$ cat src/rtl/ic1337_pkg.sv
// rtl/ic1337_pkg.sv - shared mode encodings for the ic1337 register/flag bank
// Purpose: mode codes used by the bank top level and its bit-slices.
// Ports: none (package).
package ic1337_pkg;

  localparam logic [1:0] MODE_JK    = 2'd0;
  localparam logic [1:0] MODE_T     = 2'd1;
  localparam logic [1:0] MODE_D     = 2'd2;
  localparam logic [1:0] MODE_SHIFT = 2'd3;

endpackage

$ cat src/rtl/ic1337_slice.sv
// rtl/ic1337_slice.sv - one-bit next-state logic for the JK, T and D modes
// Purpose: computes next q0/q1 of a single bit-slice from its current state
//   and operands. SHIFT needs neighbour bits, so the top level handles it; in
//   that mode this slice simply reports hold.
// Ports:
//   mode    in  2  operating mode (ic1337_pkg MODE_*)
//   q0, q1  in  1  current state of this slice
//   a0..a2  in  1  operand bits of this slice
//   q0_next out 1  next value of q0 (JK/T/D)
//   q1_next out 1  next value of q1 (JK/T/D)
module ic1337_slice
  import ic1337_pkg::*;
(
  input  logic [1:0] mode,
  input  logic       q0,
  input  logic       q1,
  input  logic       a0,
  input  logic       a1,
  input  logic       a2,
  output logic       q0_next,
  output logic       q1_next
);

  always_comb begin
    q0_next = q0;
    q1_next = q1;
    case (mode)
      MODE_JK: begin
        // J = a0, K = a1: 00 hold, 01 clear, 10 set, 11 toggle
        case ({a0, a1})
          2'b01:   q0_next = 1'b0;
          2'b10:   q0_next = 1'b1;
          2'b11:   q0_next = ~q0;
          default: q0_next = q0;
        endcase
        q1_next = a2;
      end
      MODE_T: begin
        q0_next = q0 ^ a0;
        q1_next = q1 ^ a2;
      end
      MODE_D: begin
        q0_next = a0;
        q1_next = a1;
      end
      default: begin
        q0_next = q0;
        q1_next = q1;
      end
    endcase
  end

endmodule

$ cat src/rtl/ic1337_bank.sv
// rtl/ic1337_bank.sv - WIDTH-slice two-flop register bank with match flags and counter
// Purpose: WIDTH bit-slices with state flops q0/q1 updated in JK/T/D/SHIFT
//   modes under a clock enable, per-bit match flags and a saturating count of
//   consecutive all-match cycles.
// Ports:
//   clk        in  1      rising-edge clock
//   rst        in  1      synchronous active-high reset
//   en         in  1      q0/q1 update enable
//   mode       in  2      0=JK 1=T 2=D 3=SHIFT
//   a0, a1, a2 in  WIDTH  operand buses
//   q0, q1     out WIDTH  state registers
//   z          out WIDTH  per-bit match ~(q0 ^ q1)
//   z_all      out 1      all bits match
//   match_cnt  out CNT_W  consecutive-match count, saturating
//   z_hold     out 1      match_cnt >= HOLD_THRESH, registered
module ic1337_bank
  import ic1337_pkg::*;
#(
  parameter int WIDTH       = 4,
  parameter int CNT_W       = 3,
  parameter int HOLD_THRESH = 4
) (
  input  logic             clk,
  input  logic             rst,
  input  logic             en,
  input  logic [1:0]       mode,
  input  logic [WIDTH-1:0] a0,
  input  logic [WIDTH-1:0] a1,
  input  logic [WIDTH-1:0] a2,
  output logic [WIDTH-1:0] q0,
  output logic [WIDTH-1:0] q1,
  output logic [WIDTH-1:0] z,
  output logic             z_all,
  output logic [CNT_W-1:0] match_cnt,
  output logic             z_hold
);

  localparam logic [CNT_W-1:0] CNT_MAX = {CNT_W{1'b1}};
  localparam logic [CNT_W-1:0] THRESH  = CNT_W'(HOLD_THRESH);

  logic [WIDTH-1:0] slice_q0_next;
  logic [WIDTH-1:0] slice_q1_next;
  logic [WIDTH-1:0] q0_next;
  logic [WIDTH-1:0] q1_next;
  logic [CNT_W-1:0] cnt_next;

  for (genvar i = 0; i < WIDTH; i++) begin : g_slice
    ic1337_slice u_slice (
      .mode    (mode),
      .q0      (q0[i]),
      .q1      (q1[i]),
      .a0      (a0[i]),
      .a1      (a1[i]),
      .a2      (a2[i]),
      .q0_next (slice_q0_next[i]),
      .q1_next (slice_q1_next[i])
    );
  end

  // q0 shifts up with a0[0] entering at the bottom; q1 shifts down with
  // a2[WIDTH-1] entering at the top.
  always_comb begin
    q0_next = slice_q0_next;
    q1_next = slice_q1_next;
    if (mode == MODE_SHIFT) begin
      q0_next = {q0[WIDTH-2:0], a0[0]};
      q1_next = {a2[WIDTH-1], q1[WIDTH-1:1]};
    end
  end

  assign z     = ~(q0 ^ q1);
  assign z_all = &z;

  // Count uses the pre-edge z_all and sticks at its maximum.
  always_comb begin
    cnt_next = '0;
    if (z_all) begin
      cnt_next = (match_cnt == CNT_MAX) ? match_cnt : match_cnt + 1'b1;
    end
  end

  always_ff @(posedge clk) begin
    if (rst) begin
      q0        <= '1;
      q1        <= '1;
      match_cnt <= '0;
      z_hold    <= 1'b0;
    end else begin
      if (en) begin
        q0 <= q0_next;
        q1 <= q1_next;
      end
      match_cnt <= cnt_next;
      z_hold    <= (cnt_next >= THRESH);
    end
  end

endmodule

$ cat config.mk
export PLATFORM = sky130hd
export DESIGN_NAME = ic1337_bank
export DESIGN_NICKNAME = d
export VERILOG_FILES = /design/src/rtl/ic1337_pkg.sv /design/src/rtl/ic1337_slice.sv /design/src/rtl/ic1337_bank.sv
export SDC_FILE = /design/constraint.sdc
export NUM_CORES = 1
export LEC_CHECK = 0
export ABC_CLOCK_PERIOD_IN_PS = 2400
export CAP_MARGIN = 20
export CORE_MARGIN = 1
export CORE_UTILIZATION = 46
export DETAILED_ROUTE_END_ITERATION = 8
export GPL_TIMING_DRIVEN = 0
export PLACE_DENSITY = 0.83
export SYNTH_ARGS = -nofsm -noshare
export SYNTH_HDL_FRONTEND = slang
export SYNTH_HIERARCHICAL = 1
export SYNTH_SLANG_ARGS = --single-unit
$ cat constraint.sdc
create_clock -name clk -period 2.4 [get_ports clk]
set_input_delay 0.6 -clock clk [delete_from_list [all_inputs] [get_ports clk]]
set_output_delay 0.6 -clock clk [all_outputs]
set_load 0.02 [all_outputs]
==> results of run 1 <==
==> cell type report <==
type,count,area [µm²]
inverter,1,3.75
timing repair buffer,35,348
multi-input combinational,91,659
clock buffer,4,26.3
tap,25,31.3
buffer,5,22.5
fill,137,444
sequential,11,229
==> registers in the layout (all words and copies together), names as in the netlist <==
signal     cells
q0             4
q1             4
match_cnt      3
==> cell usage after synthesis <==
cell,number,area [µm²]
nand2b_1,9,56.3
nor2_1,1,3.75
mux2i_1,5,50.1
o21ai_1,4,20.0
xnor2_1,5,43.8
a31oi_1,4,25.0
inv_1,1,3.75
a21boi_0,4,30.0
nor4b_1,4,35.0
dfxtp_1,11,220
ha_1,1,12.5
nand4b_1,8,70.1
nor3_1,3,15.0
nand2b_4,4,55.1
and2_1,1,6.26
or2b_1,3,22.5
clkbuf_1,4,15.0
buf_4,1,7.51
mux2_4,4,60.1
nand2_1,14,52.6
nand3_1,16,80.1
nand4_1,1,6.26
==> worst max path at each step <==
stage	from	to	slack, ps	depth (start not counted)
after floorplan	q1[1]	z_all	490	3
after global placement	mode[1]	q1[0]	-60	6
after detailed placement	mode[1]	q1[2]	-70	6
after CTS	q0[3]	z_all	20	4
after global routing	mode[1]	q1[3]	70	6
final	mode[1]	q1[3]	200	6
==> report_power, final <==
group / internal [mW] / switching (mW) / leakage [nW]
Clock: 0.0646 / 0.0677 / 0.0150
Combinational: 0.142 / 0.118 / 0.453
Sequential: 0.199 / 0.0244 / 0.0892
Total: 0.406 / 0.211 / 0.557
==> kinds of logic after synthesis <==
kind of cell / synth area share, %
fa+ha+maj: 1.40
mux: 12.4
xor+xnor: 4.92
simple gates: 45.2
flops: 24.7
compound gates: 8.43
buf+inv: 2.95
==> what timing repair did <==
item                       in CTS  in global routing
gates resized for setup         7                  3
pin swaps                       1                  1
gates cloned                    0                  0
buffers inserted                0                  2
setup endpoints to repair       1                  1
==> per-layer routing <==
layer	global-route usage, %	up-vias
met3	2.38	5
met4	8.82	0
met5	0	-
met2	39.2	32
li1	-	472
met1	27.2	444
==> worst register-to-register path, cell delays in order, from the launching register on <==
cell and delay (ps):
dfxtp_1 420, xnor2_1 170, nand4_1 210, buf_4 200, nor3_1 170
==> layout by cell type, fill, tap and decap left out, drive strengths merged <==
cell type / Yosys / layout
nand3: 16 / 16
dfxtp: 11 / 11
dlymetal6s2s: 0 / 1
a31oi: 4 / 4
a21boi: 4 / 4
buf: 1 / 3
mux2i: 5 / 5
clkdlybuf4s50: 0 / 32
nor3: 3 / 3
nor4b: 4 / 4
o21ai: 4 / 4
and2: 1 / 1
xnor2: 5 / 5
or2b: 3 / 3
nand4: 1 / 1
nand2: 14 / 14
ha: 1 / 1
inv: 1 / 1
nand2b: 13 / 13
mux2: 4 / 4
clkbuf: 4 / 8
nand4b: 8 / 8
nor2: 1 / 1
==> stage by stage <==
stage	power (mW)	cell area (µm²)
after global placement	0.465	1250
after global routing	0.646	1320
after detailed placement	0.470	1250
after floorplan	0.355	891
after CTS	0.607	1300
final	0.616	1320
==> results.py, run 1 <==
metrics = {
    "status": {
        "outcome": "finished, final reports clean",
    },
    "sta": {
        "fin_tns_setup_ps": 0,
        "min_period_ps": 2200,
        "rsz0062_at_grt": "no",
        "tightest_slew_ps": 750,
        "hold_slack_ps": 542,
        "max_freq_mhz": 455,
        "setup_ws_ps": 204,
        "maxSlewHeadroom_pct": 49.9,
        "post-route-period-util_pct": 91.5,
        "setup_viol": 0,
        "finClkSkew_ps": 4.31,
        "slew_violations": 0,
        "hold_violations": 0,
    },
    "detailed_routing": {
        "vias": 953,
        "postRouteAntennaNets": 0,
        "wl_um": 2250,
        "dr_wl_met2_um": 1090,
        "drcViolationCount": 0,
        "wl_per_cell_um": 13.1,
        "dr.pass1.iters": 4,
        "routed.top_layer": "met4",
        "m1WireLength_um": 993,
        "met3WireLength_um": 122,
        "initialDrtViolationCount": 18,
        "vias_per_cell": 5.54,
    },
    "final_layout": {
        "antenna_cells": 0,
        "area.growth.synth_to_final_pct": 48.2,
        "final_util_pct": 74.8,
        "fin_cells": 172,
        "nets": 166,
        "layout-drive-gt1-share_pct": 15.6,
    },
    "die": {
        "die_area_um2": 2120,
        "row_count": 15,
        "die_width_um": 46.0,
        "start_util_pct": 50.5,
        "dieHeight_um": 46.0,
        "pin_count": 34,
        "core_area_um2": 1760,
    },
    "place": {
        "dp_worst_setup_slack_ps": -74.0,
        "hpwl_um": 1560,
        "routabilityCongestion": 0.811,
        "io_buffers": 33,
        "placed_cells": 166,
    },
    "global_routing": {
        "antenna_found_initial": 0,
        "grt_pass1_wl_um": 3430,
        "grt_util_all_layers_pct": 22.3,
        "grt_pass1_vias": 815,
        "grt_start_max_net_pins": 23,
        "overflow": 0,
    },
    "synthesis": {
        "synth_cells": 108,
        "synthDistinctLibCells": 22,
        "ys_seq_area_share_pct": 24.7,
        "synth_nets": 126,
        "syn-mean-instance-area_um2": 8.25,
        "ys_ff_latch": 11,
        "yosysWarnings": 6,
        "syn-cell-area_um2": 891,
    },
    "clock_network": {
        "cts_buffer_depth": 2,
        "htreeDepth": 1,
        "clk-insertion-delay-late_ps": 280,
        "cts_sinks": 11,
        "clkTransAtPathRegs_ps": 70,
        "tritoncts": "yes",
        "numCtsBuffers": 3,
        "cts-root-buf": "clkbuf_4",
        "hold_buffers": 0,
    },
    "power": {
        "p_leak_nw": 0.557,
        "vdd_ir_drop_max_uv": 286,
        "p_per_area_nw_per_um2": 467,
    },
    "worst_setup_path": {
        "critPathMaxStageDelay_ps": 960,
        "rrSetupSlack_ps": 1150,
        "crit_path_end_kind": "register",
        "worst-endpoint-arrival_ps": 2400,
        "cp-start-kind": "input pin",
        "path_class": "input pin to register",
        "path_max_fanout": 22,
        "r2r_start": "q1[0]",
        "cp.required_ps": 2610,
        "reg2reg_depth": 4,
        "worstPathCellList": "clkdlybuf4s50_1, nand2b_4, mux2_4, o21ai_1, nand3_1, nand4b_1",
        "r2r-end": "match_cnt[0]",
        "crit_family": "buffers and inverters",
        "crit_buf_inv": 1,
        "crit_slowest_cell": "clkdlybuf4s50_1",
    },
    "min_path": {
        "holdCritStartpoint": "match_cnt[2]",
        "min_path_cells": 2,
        "hold_end": "match_cnt[2]",
        "hold_path.class": "register to register",
    },
    "flow_run": {
        "cap_viol_max_count": 0,
    },
}
No activity file was read; power rests on OpenSTA's default activity.
==> run 2: changes to the inputs <==
--- a/config.mk
+++ b/config.mk
@@ -5,13 +5,13 @@
 export SDC_FILE = /design/constraint.sdc
 export NUM_CORES = 1
 export LEC_CHECK = 0
-export ABC_CLOCK_PERIOD_IN_PS = 2400
+export ABC_CLOCK_PERIOD_IN_PS = 2100
 export CAP_MARGIN = 20
 export CORE_MARGIN = 1
-export CORE_UTILIZATION = 46
+export CORE_UTILIZATION = 43
 export DETAILED_ROUTE_END_ITERATION = 8
 export GPL_TIMING_DRIVEN = 0
-export PLACE_DENSITY = 0.83
+export PLACE_DENSITY = 0.79
 export SYNTH_ARGS = -nofsm -noshare
 export SYNTH_HDL_FRONTEND = slang
 export SYNTH_HIERARCHICAL = 1
==> constraint.sdc (replaced) <==
create_clock -name clk -period 2.1 [get_ports clk]
set_input_delay 0.525 -clock clk [delete_from_list [all_inputs] [get_ports clk]]
set_output_delay 0.525 -clock clk [all_outputs]
set_load 0.02 [all_outputs]
==> run 2 against run 1 <==
  * Sequential share of layout area increased by 0.12 points
  * Clock power increased by 11%
  * Total power increased by 12%
  * Clock skew decreased by 1.9 ps
  * Design area decreased by 1.2%
  * Die area increased by 6.7%
  * Clock-buffer cell count unchanged
  * Critical path type is now register to primary output
  * Largest power group unchanged
==> results.py, run 2 (synthesis results as in run 1) <==
metrics = {
    "status": {
        "outcome": "finished, final reports clean",
    },
    "clock_network": {
        "cts_buffer_depth": 2,
        "clkTransAtPathRegs_ps": 80,
        "clk-insertion-delay-late_ps": 260,
        "tritoncts": "yes",
        "htreeDepth": 1,
        "cts_sinks": 11,
        "numCtsBuffers": 3,
        "cts-root-buf": "clkbuf_4",
    },
    "final_layout": {
        "final_common_cell": "clkdlybuf4s50_1",
        "antenna_cells": 0,
        "layout-drive-gt1-share_pct": 13.7,
        "final_cell_mix": "clkdlybuf4s50_1, nand3_1, nand2_1",
        "final_util_pct": 66.5,
        "nets": 165,
        "largestRegisters": "q0: 4 flops, q1: 4 flops, match_cnt: 3 flops",
        "area.growth.synth_to_final_pct": 46.3,
        "nFillCells": 176,
        "fin_cells": 173,
    },
    "detailed_routing": {
        "initialDrtViolationCount": 19,
        "vias": 952,
        "drcViolationCount": 0,
        "wl_um": 2300,
        "dr.pass1.iters": 4,
        "vias_per_cell": 5.50,
        "wl_per_cell_um": 13.3,
        "postRouteAntennaNets": 0,
    },
    "die": {
        "row_count": 16,
        "die_area_um2": 2260,
        "pin_count": 34,
        "start_util_pct": 45.4,
        "core_area_um2": 1960,
        "dieHeight_um": 47.5,
        "die_width_um": 47.5,
    },
    "global_routing": {
        "grt_pass1_vias": 777,
        "overflow": 0,
        "globalRouteMet3Util_pct": 2.26,
        "grt_use_met1_pct": 22.6,
        "busiest_layer": "met2",
        "grt_util_all_layers_pct": 20.1,
        "grt_start_max_net_pins": 23,
        "antenna_found_initial": 0,
        "grt_pass1_wl_um": 3260,
        "grt.met2_usage_pct": 40.3,
    },
    "power": {
        "p_leak_nw": 0.546,
        "p_per_area_nw_per_um2": 529,
        "vdd_ir_drop_max_uv": 331,
    },
    "sta": {
        "finClkSkew_ps": 2.40,
        "slew_violations": 0,
        "tightest_slew_ps": 751,
        "setup_ws_ps": 71.2,
        "hold_violations": 0,
        "maxSlewHeadroom_pct": 49.8,
        "min_period_ps": 2030,
        "rsz0062_at_grt": "no",
        "max_freq_mhz": 493,
        "setup_viol": 0,
        "post-route-period-util_pct": 96.6,
        "hold_slack_ps": 531,
    },
    "worst_setup_path": {
        "reg2reg_depth": 5,
        "path_class": "register to primary output",
        "worstPathCellList": "xnor2_1, clkdlybuf4s50_1",
        "cp-start-kind": "register",
        "path_max_fanout": 6,
        "crit_path_end_kind": "primary output",
        "cp.required_ps": 1570,
        "critPathMaxStageDelay_ps": 640,
        "crit_slowest_cell": "clkdlybuf4s50_1",
        "worst-endpoint-arrival_ps": 1500,
    },
    "place": {
        "routabilityCongestion": 0.791,
        "hpwl_um": 1650,
        "placed_cells": 168,
        "dp_worst_setup_slack_ps": -328,
        "io_buffers": 33,
    },
    "flow_run": {
        "cap_viol_max_count": 0,
    },
    "min_path": {
        "min_path_cells": 2,
        "hold_path.class": "register to register",
    },
}
-- run 2: path summary, 6_finish.rpt --
check / from / to / slack [ps]
hold reg to reg: match_cnt[2] / match_cnt[2] / 530
setup / recovery: q0[3] / z[3] / 70
hold / removal: match_cnt[2] / match_cnt[2] / 530
setup reg to reg: q0[2] / q0[2] / 900
-- run 2: repair_timing --
item,4_1_cts,5_1_grt
hold buffers,0,0
cloned,0,0
gates resized for setup,8,2
setup endpoints to repair,5,6
pin swaps,1,1
buffers inserted,0,1
-- run 2: worst max-delay path: cells and delay by family, from the launching register on --
kind	cells	cell delay [ps]
xor+xnor	1	170
buf+inv	1	640
flops	1	430
-- run 2: per-stage QoR --
stage,TNS [ps],power (mW),instance area [µm²]
after global placement,-1640,0.530,1250
after detailed placement,-2070,0.539,1250
after floorplan,0,0.406,891
after global routing,0,0.730,1300
final,0,0.690,1300
after CTS,0,0.688,1290
-- run 2: metal layers --
layer	routed length (µm)	vias up
met5	0	-
met2	1210	32
li1	-	469
met3	123	0
met4	0	0
met1	965	451
-- run 2: power breakdown --
group	leakage [nW]	switching, mW	internal (mW)	total [mW]
combinational	0.442	0.136	0.154	0.290
sequential	0.0894	0.0266	0.227	0.254
clock	0.0150	0.0733	0.0733	0.147
total	0.546	0.236	0.454	0.690
-- run 2: area by class of cell --
| cell class | count | area (µm²) | share of cell area (%) |
|---|---|---|---|
| inverter | 1 | 3.75 | 0.288 |
| buffer | 5 | 22.5 | 1.73 |
| timing repair buffer | 34 | 338 | 25.9 |
| tap | 27 | 33.8 | 2.59 |
| clock buffer | 4 | 26.3 | 2.02 |
| sequential | 11 | 228 | 17.5 |
| multi-input combinational | 91 | 652 | 50.0 |
